### config.mk
export PLATFORM = sky130hd
export DESIGN_NAME = boot_sequencer
export DESIGN_NICKNAME = d
export VERILOG_FILES = /design/src/rtl/boot_sequencer.sv
export SDC_FILE = /design/constraint.sdc
export NUM_CORES = 1
export LEC_CHECK = 0
export ABC_AREA = 1
export BUFFER_PORTS_ARGS = -buffer_cell sky130_fd_sc_hd__buf_4
export CAP_MARGIN = 20
export CORE_UTILIZATION = 45
export CTS_CLUSTER_DIAMETER = 60
export CTS_CLUSTER_SIZE = 20
export DETAILED_ROUTE_END_ITERATION = 8
export PLACE_DENSITY = 0.69
export SYNTH_ARGS = -nofsm -noshare
export SYNTH_HDL_FRONTEND = slang
export SYNTH_SLANG_ARGS = --single-unit
### constraint.sdc
create_clock -name Clock -period 2.95 [get_ports Clock]
set_clock_uncertainty 0.2 [all_clocks]
set_input_delay 0.1475 -clock Clock [delete_from_list [all_inputs] [get_ports Clock]]
set_output_delay 0.1475 -clock Clock [all_outputs]
set_load 0.02 [all_outputs]
### src/rtl/boot_sequencer.sv
// boot_sequencer
//
// Sequences the 9-bit processor through program load and release. While a
// host streams program words in, the processor is held in reset and the
// shared memory port is driven from the load path. After the last word the
// processor stays in reset for HOLD_CYCLES more cycles, is then released,
// and the memory port is handed over to the processor.
//
// Ports:
//   Clock, Resetn        system clock (rising edge), async active-low reset
//   start, load_len      begin a (re)load of load_len words (0 = none)
//   host_data/valid/ready  host word stream, accepted on valid & ready
//   halt                 suppresses proc_Run while running
//   proc_ADDR/DOUT/Write processor memory request, forwarded only in RUN
//   mem_ADDR/DOUT/Write  shared memory port
//   proc_Resetn          registered active-low processor reset
//   proc_Run             processor Run (= ~halt in RUN)
//   busy                 loading or holding
//   done                 one-cycle pulse on the first RUN cycle

module boot_sequencer #(
    parameter int DW          = 9,
    parameter int AW          = 9,
    parameter int START_ADDR  = 0,
    parameter int HOLD_CYCLES = 2
) (
    input  logic          Clock,
    input  logic          Resetn,
    input  logic          start,
    input  logic [AW-1:0] load_len,
    input  logic [DW-1:0] host_data,
    input  logic          host_valid,
    output logic          host_ready,
    input  logic          halt,
    input  logic [AW-1:0] proc_ADDR,
    input  logic [DW-1:0] proc_DOUT,
    input  logic          proc_Write,
    output logic [AW-1:0] mem_ADDR,
    output logic [DW-1:0] mem_DOUT,
    output logic          mem_Write,
    output logic          proc_Resetn,
    output logic          proc_Run,
    output logic          busy,
    output logic          done
);

    typedef enum logic [1:0] {
        S_IDLE,
        S_LOAD,
        S_HOLD,
        S_RUN
    } state_t;

    localparam logic [AW-1:0] START_A   = AW'(START_ADDR);
    localparam logic [3:0]    HOLD_LAST = 4'(HOLD_CYCLES - 1);

    state_t        state_q, state_d;
    // One bit wider than the address so a length of 2^AW-1 counts cleanly.
    logic [AW:0]   cnt_q, cnt_d;
    logic [AW:0]   len_q, len_d;
    logic [3:0]    hold_cnt_q, hold_cnt_d;
    logic [AW-1:0] ld_addr_q, ld_addr_d;
    logic [DW-1:0] ld_data_q, ld_data_d;
    logic          ld_write_q, ld_write_d;
    logic          proc_resetn_q, proc_resetn_d;
    logic          done_q, done_d;
    logic          beat;

    assign host_ready = (state_q == S_LOAD) && (cnt_q < len_q);
    assign beat       = host_valid & host_ready;

    always_ff @(posedge Clock or negedge Resetn) begin
        if (!Resetn) begin
            state_q       <= S_IDLE;
            cnt_q         <= '0;
            len_q         <= '0;
            hold_cnt_q    <= '0;
            ld_addr_q     <= '0;
            ld_data_q     <= '0;
            ld_write_q    <= 1'b0;
            proc_resetn_q <= 1'b0;
            done_q        <= 1'b0;
        end else begin
            state_q       <= state_d;
            cnt_q         <= cnt_d;
            len_q         <= len_d;
            hold_cnt_q    <= hold_cnt_d;
            ld_addr_q     <= ld_addr_d;
            ld_data_q     <= ld_data_d;
            ld_write_q    <= ld_write_d;
            proc_resetn_q <= proc_resetn_d;
            done_q        <= done_d;
        end
    end

    always_comb begin
        state_d    = state_q;
        cnt_d      = cnt_q;
        len_d      = len_q;
        hold_cnt_d = hold_cnt_q;
        ld_addr_d  = ld_addr_q;
        ld_data_d  = ld_data_q;
        ld_write_d = 1'b0;

        case (state_q)
            S_LOAD: begin
                // Words are registered, so each write lands one cycle after
                // its acceptance; the last one lands in the first HOLD cycle.
                if (beat) begin
                    ld_addr_d  = START_A + cnt_q[AW-1:0];
                    ld_data_d  = host_data;
                    ld_write_d = 1'b1;
                    cnt_d      = cnt_q + 1'b1;
                    if ((cnt_q + 1'b1) == len_q) begin
                        state_d    = S_HOLD;
                        hold_cnt_d = '0;
                    end
                end
            end
            S_HOLD: begin
                if (hold_cnt_q == HOLD_LAST) begin
                    state_d    = S_RUN;
                    hold_cnt_d = '0;
                end else begin
                    hold_cnt_d = hold_cnt_q + 4'd1;
                end
            end
            default: begin
            end
        endcase

        // A restart from IDLE, HOLD or RUN aborts whatever is going on; an
        // empty image goes straight to the reset-hold phase.
        if (start && (state_q != S_LOAD)) begin
            len_d      = {1'b0, load_len};
            cnt_d      = '0;
            hold_cnt_d = '0;
            state_d    = (load_len == '0) ? S_HOLD : S_LOAD;
        end
    end

    // proc_Resetn and done come from flops so the processor sees a clean
    // release exactly on the first RUN cycle.
    always_comb begin
        proc_resetn_d = (state_d == S_RUN);
        done_d        = (state_d == S_RUN) && (state_q != S_RUN);
    end

    // Memory port mux: the processor owns it only while running.
    always_comb begin
        if (state_q == S_RUN) begin
            mem_ADDR  = proc_ADDR;
            mem_DOUT  = proc_DOUT;
            mem_Write = proc_Write;
        end else begin
            mem_ADDR  = ld_addr_q;
            mem_DOUT  = ld_data_q;
            mem_Write = ld_write_q;
        end
    end

    assign proc_Resetn = proc_resetn_q;
    assign proc_Run    = (state_q == S_RUN) & ~halt;
    assign busy        = (state_q == S_LOAD) || (state_q == S_HOLD);
    assign done        = done_q;

endmodule

Yosys cells after proc, flatten, opt, wreduce, memory -nomap -nowiden
Cells that the tools add are included.
- flip-flop bits (word level): 46
- bits in latches: 0
- bits in writable memories: 0
- ROM bits: 0
- input port bits: 42
- output and inout bits: 24
- word-level logic and storage cells: 55
- memories kept: 0
- add/subtract/negate cells: 2
- $mul: 0
- divide/modulo/power cells: 0
- $lt $le $gt $ge: 1
- eq/ne operators: 10
- shift-type cells: 0
- muxes and demuxes: 19
- bitwise gates (word level): 3
- reductions and logical operators: 11
- operators by type and width (operator ; number):
    $mux 10 ; 3
    $mux 9 ; 2
    $mux 4 ; 4
    $add 10x1->10 const B ; 1
    $eq 10x9->1 ; 1
    $lt 10x9->1 ; 1
    $mux 2 ; 5
    $logic_not 9->1 ; 1
    $pmux 4 s2 ; 1
    $eq 2x2->1 const B ; 3
    $add 4x1->4 const B ; 1
    $eq 4x1->1 const B ; 1
    $pmux 2 s2 ; 1
    $reduce_and 2->1 ; 2
    $reduce_bool 2->1 ; 2
    $logic_and 1x1->1 ; 3
    $mux 1 ; 3
    $ne 3x1->1 const B ; 1
    $ne 3x2->1 const B ; 1
    $reduce_and 3->1 ; 1
    $reduce_bool 3->1 ; 1
    $and 1x1->1 ; 2
    $eq 2x1->1 const B ; 1
    $ne 2x1->1 const B ; 1
    3 further kinds ; 3

Logic depth before layout (Yosys ltp)
Gate-level depths: netlist (run 1).
- depth in word-level cells: 8
- gate-level depth with buffers: 16
- depth with buffers taken out: 16

Worst setup path before layout (run 1)
OpenSTA, ideal clock, no wires.
- kind: reg-to-reg
- start point: register cnt_q[3]
- end point: register done_q (netlist: done)
- library setup time: 0.129 ns
- arrival time: 1.846 ns
- required time: 2.621 ns
- path slack: 0.775 ns
- stages on the path, launching flop included: 16
- buffers on the path: 0
- clock period less this slack: 2.175 ns
- path through: dfrtp_1 -> ha_1 -> nand2_1 -> nand2_1 -> nand2_1 -> nand2_1 -> nand2_1 -> nand3_1 -> nor3_4 -> nand4_2 -> nand2_2 -> nand2_1 -> nand2_1 -> nand2_1 -> nand3_2 -> nor2_2
- cells in the longest elaborated chain, start to end: 8
- elaborated cells on any way between the ends: 11
- classes of those cells: 1 x add/sub; 1 x order compare; 2 x eq/ne; 4 x mux; 1 x bitwise; 2 x reduce/logical
- RTL lines (what ; line ; RTL):
    start: declaration ; 59 ; logic [AW:0] cnt_q, cnt_d;
    start signal: assignment ; 85 ; cnt_q <= cnt_d;
    $add 10x1->10 / $lt 10x9->1 (equally long branches) ; 114, 69 ;
    $eq 10x9->1 / $logic_and 1x1->1 (equally long branches) ; 114, 69 ;
    $mux 2 / $and 1x1->1 (equally long branches) ; 114, 70 ;
    $mux 2 (*) ; 109 ; if (beat) begin
    $pmux 2 s2 (*) ; 105 ; case (state_q)
    $mux 2 (*) ; 134 ; if (start && (state_q != S_LOAD)) begin
    $eq 2x2->1 (*) ; 146 ; done_d = (state_d == S_RUN) && (state_q != S_RUN);
    $logic_and 1x1->1 (*) ; 146 ;
    named net done_d ; 66 ; logic done_q, done_d;
    end signal: assignment ; 92 ; done_q <= done_d;
    end: declaration ; 66 ;
The timed path passes the listed nets; every way through them passes the cells marked *.
A chain may end at the register's enable or synchronous reset.

Final worst setup path (run 1)
- start point: register cnt_q[3]
- end point: register hold_cnt_q[2]
- cells in the longest elaborated chain, start to end: 5
- elaborated cells on any way between the ends: 8
- classes of those cells: 1 x add/sub; 1 x order compare; 3 x eq/ne; 1 x bitwise; 2 x reduce/logical
- RTL lines (what ; line ; RTL):
    parallel branches: the longest is 4 deep, another holds $add 10x1->10 ; n/a ;
    $reduce_and 3->1 (no line) (*) ; n/a ;
    end signal: assignment ; 87 ; hold_cnt_q <= hold_cnt_d;
    end: declaration ; 61 ; logic [3:0] hold_cnt_q, hold_cnt_d;
Mark *: on every way between the ends.

==> out/qor.yml, run 1 <==
status:
  outcome: "completed"
route:
  remaining_drc_errors: 0
  ant_nets: 0
  vias: 2679
  drtIter0Drc: 106
  wl_mm: 6.26
  dr.pass1.iters: 4
  vias_per_cell: 4.93
  wire_per_inst_um: 11.5
timing:
  setup_tns_ps: 0
  grt_setup_unrepaired: "false"
  min_period_ps: 2330
  setup_violations: 0
  slew_viol_final: 0
  finalHoldViolCount: 0
  relSlewSlack: 0.620
  worst_slew_pin_slew_ps: 570
  timing.fmax_mhz: 429
  period_share: 0.791
clocking:
  clock_sinks: 46
  post_cts_buffers: 0
  cts_root_buf: "clkbuf_8"
  cts_max_level: 2
  numCtsBuffers: 5
  clk_path_buf_depth: 2
  clk_pin_slew_worst_paths_ps: 90
  cts_tree: "built"
  clkLatencyLatePin_ps: 300
final_layout:
  mostFrequentLayoutCell: "nand2_1"
  fin_cells: 543
  fin_nets: 525
  most-common-layout-cells: "nand2_1, buf_4, dfrtp_1"
  stdcell_area_um2: 3600
  drive_gt1_frac: 0.194
  num-fill-cells: 537
  area_delta_synth_final_pct: 31.6
  n_antenna_cell: 0
setup_path:
  critPathLaunchType: "register"
  crit_fanout: 6
  worstPathArrival_ps: 2320
  worstSetupPathType: "reg -> reg"
  cp.required_ps: 2940
  end_kind: "register"
die:
  coreArea_um2: 5890
  placementRows: 28
  initial_utilization: 0.465
  die_h_um: 80.0
  dieArea_um2: 6390
  io_pins: 66
  die_w_um: 80.0
synthesis:
  synth_nets: 438
  synthCells: 380
  synthesis.area_um2: 2740
  ys_ff_latch: 46
  ys_seq_area_frac: 0.421
  syn_avg_cell_area_um2: 7.20
  ys_types: 27
  yosysWarnings: 0
global_route:
  grt_usage: 0.215
  grt_pass1_wl_mm: 10.8
  antenna_found_initial: 0
  grt_pass1_vias: 2426
  grt_max_degree: 47
  grt.overflow.total: 0
job:
  maxCapViolCount: 0
placement:
  port_buffers: 65
  dpl_cell_area_um2: 3320
  dp.cells: 516
  dp_hpwl_mm: 4.67
  place.gp.congestion: 0.897
power:
  vdd_ir_drop_max_mv: 0.520
  powerDensity_nw_per_um2: 816
  p_leak_nw: 1.92
min_path:
  hold_class: "in -> async"
-- worst max-delay path: stages, from the launching register on --
cell	delay, ps
dfrtp_1	490
ha_1	360
nand2_1	70
nand2_1	50
nand2_1	50
nand2_1	60
nand2_1	60
nand3_1	120
nor3_4	190
nand4_2	140
nand2_2	120
nand2_2	90
nor2_1	160
nor2_1	70
-- repair_timing --
action	in CTS	in global routing
gates resized for setup	0	0
hold endpoints to repair	64	0
hold buffers	19	0
-- metrics by stage --
stage / power, mW / worst slack (ps) / util / hold WS (ps)
final: 2.94 / 618 / 0.611 / 176
after global routing: 3.21 / 380 / 0.611 / 180
after CTS: 2.97 / 628 / 0.611 / 170
after detailed placement: 2.54 / 633 / 0.564 / -9.52
after global placement: 2.52 / 681 / 0.564 / -15.3
after floorplan: 2.01 / 775 / - / -348
-- sequential cells by signal, summed over array words and instances (netlist names) --
signal and count:
cnt_q 10, proc_Resetn 1, ld_addr_q 9, len_q 9, ld_data_q 9, done 1, hold_cnt_q 4, ld_write_q 1
state_q 2
-- worst paths after layout --
kind,from,endpoint,slack [ps],depth (start not counted)
setup / recovery,cnt_q[3],hold_cnt_q[2],620,13
hold reg to reg,ld_data_q[8],ld_data_q[8],280,2
max in group asynchronous,Resetn,cnt_q[0],1970,2
setup reg to reg,cnt_q[3],hold_cnt_q[2],620,13
min in group Clock,host_valid,ld_write_q,180,4
hold / removal,Resetn,cnt_q[1],180,2
-- per-layer routing --
| metal | part of all wire | wire length, um | vias up | GRT usage |
|---|---|---|---|---|
| li1 | - | - | 1379 | - |
| met1 | 0.48 | 2990 | 1199 | 0.291 |
| met2 | 0.45 | 2810 | 94 | 0.359 |
| met3 | 0.067 | 421 | 7 | 0.0354 |
| met4 | 0.0078 | 49 | 0 | 0.0536 |
| met5 | 0 | 0 | - | 0 |
-- Yosys cell counts --
library cell	count	area share
nor3_1	3	0.0055
dfrtp_1	46	0.42
nand2_1	158	0.22
a21oi_1	9	0.016
o21bai_1	2	0.0055
nor2_1	23	0.032
inv_2	1	0.0014
nor2_2	3	0.0069
nand2_2	3	0.0069
ha_1	16	0.073
inv_1	42	0.058
nand3_1	22	0.040
buf_1	1	0.0014
o21ai_1	1	0.0018
nand3_2	3	0.011
nand4_2	1	0.0046
clkbuf_1	7	0.0096
or2_0	1	0.0023
nor3b_2	1	0.0046
nor3_4	1	0.0059
nand4_1	1	0.0023
xor2_1	3	0.0096
o21ai_0	20	0.037
o22ai_1	6	0.014
a21oi_2	2	0.0064
nor4_1	2	0.0046
clkinv_1	2	0.0027
-- cells by family (layout without fill, tap and decap cells) --
logic type                 after synthesis  in the layout  share of synthesized area
buffers and inverters                   53            141                     0.0727
AOI/OAI and AO/OA                       40             40                     0.0805
and+or+nand+nor                        222            222                      0.343
xor gates and xnor gates                 3              3                    0.00961
DFF                                     46             46                      0.421
adders and majority gates               16             16                     0.0732
-- power breakdown --
part	leakage, nW	internal (mW)	total, mW	switching (mW)
sequential	0.600	0.827	0.960	0.132
combinational	1.28	0.611	1.58	0.971
clock	0.0482	0.189	0.396	0.206
-- final cells by class --
class	count	area (um2)	share of cell area
Tap cell	75	93.8	0.0261
Clock buffer	7	86.3	0.0240
Inverter	45	169	0.0469
Sequential cell	46	1150	0.320
Timing Repair Buffer	88	708	0.197
Clock inverter	1	5.00	0.00139
Multi-Input combinational cell	281	1390	0.385
(Power assumes the default switching activity.)
==> run 2: changes to the inputs <==
==> constraint.sdc (replaced) <==
create_clock -name Clock -period 2.4 [get_ports Clock]
set_clock_uncertainty 0.2 [all_clocks]
set_input_delay 0.12 -clock Clock [delete_from_list [all_inputs] [get_ports Clock]]
set_output_delay 0.12 -clock Clock [all_outputs]
set_load 0.02 [all_outputs]
==> out/qor.yml, run 2 (synthesis results as in run 1) <==
status:
  outcome: "completed"  # unchanged
clocking:
  clkLatencyLatePin_ps: 300  # about the same
  clock_sinks: 46  # unchanged
  cts_max_level: 2  # unchanged
  cts_tree: "built"  # unchanged
  clk_pin_slew_worst_paths_ps: 90  # about the same
  clk_path_buf_depth: 2  # unchanged
  cts_root_buf: "clkbuf_8"  # unchanged
  numCtsBuffers: 5  # unchanged
final_layout:
  fin_cells: 558  # was 543
  top_register: "cnt_q"  # unchanged
  n_antenna_cell: 0  # unchanged
  fin_nets: 540  # was 525
  num-fill-cells: 540  # was 537
  drive_gt1_frac: 0.275  # was 0.194
  area_delta_synth_final_pct: 40.3  # was 31.6%
  mostFrequentLayoutCell: "nand2_1"  # unchanged
  most-common-layout-cells: "nand2_1, buf_4, dfrtp_1"  # unchanged
  largest_reg_flops: 10  # unchanged
  stdcell_area_um2: 3840  # was 3600 um2
setup_path:
  crit_path_frequent_cell: "nand2_1"  # unchanged
  worst-path-buf-inv: 1  # was 0
  crit_family: "simple AND/OR/NAND/NOR gates"  # unchanged
  worstPathArrival_ps: 2300  # was 2320 ps
  worstSetupPathType: "reg -> reg"  # unchanged
  crit_chain: "buf_4, nand2_2, nor2_2, nand2_1, nand2_1, nand3_1, nand2_1, nand2_1, nor2_2, nand4_2, nand2_1, nand2_1, a21oi_2, nand3_2, nor2_2"  # was ha_1, nand2_1, nand2_1, nand2_1, nand2_1, nand2_1, nand3_1, nor3_4, nand4_2, nand2_2, nand2_2, nor2_1, nor2_1
  crit_fanout: 6  # unchanged
  end_kind: "register"  # unchanged
  slowest_delay_ps: 420  # was 490 ps
  cp.required_ps: 2440  # was 2940 ps
  ff2ff_setup_slack_ps: 140  # was 620 ps
  slowest_stage: "dfrtp_1"  # unchanged
  critPathLaunchType: "register"  # unchanged
  r2r-end: "done"  # was hold_cnt_q[2]
  rr_startpoint: "cnt_q[4]"  # was cnt_q[3]
  reg2reg_depth: 15  # was 13
global_route:
  grt_pass1_wl_mm: 10.6  # was 10.8 mm
  grt_max_degree: 47  # unchanged
  grt.overflow.total: 0  # unchanged
  met3_usage: 0.0286  # was 0.0354
  grt_usage: 0.216  # was 0.215
  top_usage_layer: "met2"  # unchanged
  met1_usage: 0.295  # was 0.291
  globalRouteMet2Util: 0.363  # was 0.359
  grt_pass1_vias: 2419  # was 2426
  antenna_found_initial: 0  # unchanged
timing:
  period_share: 0.942  # was 0.791
  relSlewSlack: 0.611  # was 0.620
  grt_setup_unrepaired: "true"  # was false
  slew_viol_final: 0  # unchanged
  min_period_ps: 2260  # was 2330 ps
  worst_slew_pin_slew_ps: 584  # was 570 ps
  setup_violations: 0  # unchanged
  timing.fmax_mhz: 442  # was 429 MHz
  finalHoldViolCount: 0  # unchanged
power:
  vdd_ir_drop_max_mv: 0.631  # was 0.520 mV
  p_sw_mw: 1.71  # was 1.31 mW
  p_comb_frac: 0.556  # was 0.539
  p_clk_frac: 0.139  # was 0.135
  power.total_mw: 3.89  # was 2.94 mW
  p_leak_nw: 2.01  # was 1.92 nW
  switching_share: 0.439  # was 0.446
  pwr-share-seq: 0.305  # was 0.327
  p_int_mw: 2.19  # was 1.63 mW
  powerDensity_nw_per_um2: 1010  # was 816 nW/um2
placement:
  dp.cells: 524  # was 516
  dp_hpwl_mm: 4.88  # was 4.67 mm
  port_buffers: 65  # unchanged
  place.gp.congestion: 0.899  # was 0.897
  dpl_cell_area_um2: 3380  # was 3320 um2
route:
  dr.pass1.iters: 4  # unchanged
  vias: 2745  # was 2679
  wire_per_inst_um: 12.2  # was 11.5 um
  wl_mm: 6.80  # was 6.26 mm
  ant_nets: 0  # unchanged
  remaining_drc_errors: 0  # unchanged
  vias_per_cell: 4.92  # was 4.93
  drtIter0Drc: 159  # was 106
die:
  dieArea_um2: 6390  # unchanged
  initial_utilization: 0.465  # unchanged
  die_h_um: 80.0  # unchanged
  coreArea_um2: 5890  # unchanged
  die_w_um: 80.0  # unchanged
  io_pins: 66  # unchanged
  placementRows: 28  # unchanged
min_path:
  hold_class: "in -> async"  # unchanged
job:
  maxCapViolCount: 0  # unchanged
-- run 2: how the worst max path moves through the flow --
stage	from	endpoint	depth (start not counted)
after floorplan	cnt_q[3]	done	15
after global placement	cnt_q[0]	done	15
after detailed placement	cnt_q[7]	hold_cnt_q[3]	11
after CTS	cnt_q[0]	done	14
after global routing	len_q[5]	done	15
final	cnt_q[4]	done	15
-- run 2: final cells by class --
type                            count  area (um2)  area share
Inverter                           45         169      0.0440
Sequential cell                    46        1150       0.301
Timing Repair Buffer              103         825       0.215
Clock buffer                        8         110      0.0287
Tap cell                           75        93.8      0.0244
Multi-Input combinational cell    281        1490       0.387
-- run 2: power by group through the flow --
stage,logic (mW),clock network (mW),registers (mW)
after CTS,2.03,0.552,1.17
after detailed placement,1.99,0,1.18
final,2.17,0.542,1.19
after floorplan,1.30,0,1.16
after global routing,2.42,0.585,1.22
after global placement,1.95,0,1.18
-- run 2: per-layer routing --
metal,vias to the layer above,share of wire,routed length (um)
met2,91,0.47,3170
met3,8,0.058,394
met4,0,0.0096,65
met5,-,0,0
met1,1252,0.47,3170
li1,1394,-,-
-- run 2: what timing repair did --
action / 4_1_cts / 5_1_grt
gates resized for setup: 0 / 29
endpoints found under the setup margin: 0 / 17
hold endpoints to repair: 64 / 0
hold buffers: 19 / 0
buffers inserted: 0 / 7
-- run 2: per-stage QoR --
stage / setup WS [ps] / util / hold slack [ps] / setup TNS [ps]
finish: 139 / 0.652 / 160 / 0
CTS: 96.6 / 0.625 / 79.6 / 0
global placement: 174 / 0.574 / -37.3 / 0
floorplan: 225 / - / -376 / 0
global route: -70.3 / 0.652 / 212 / -74.9
detailed placement: 113 / 0.574 / -33.3 / 0
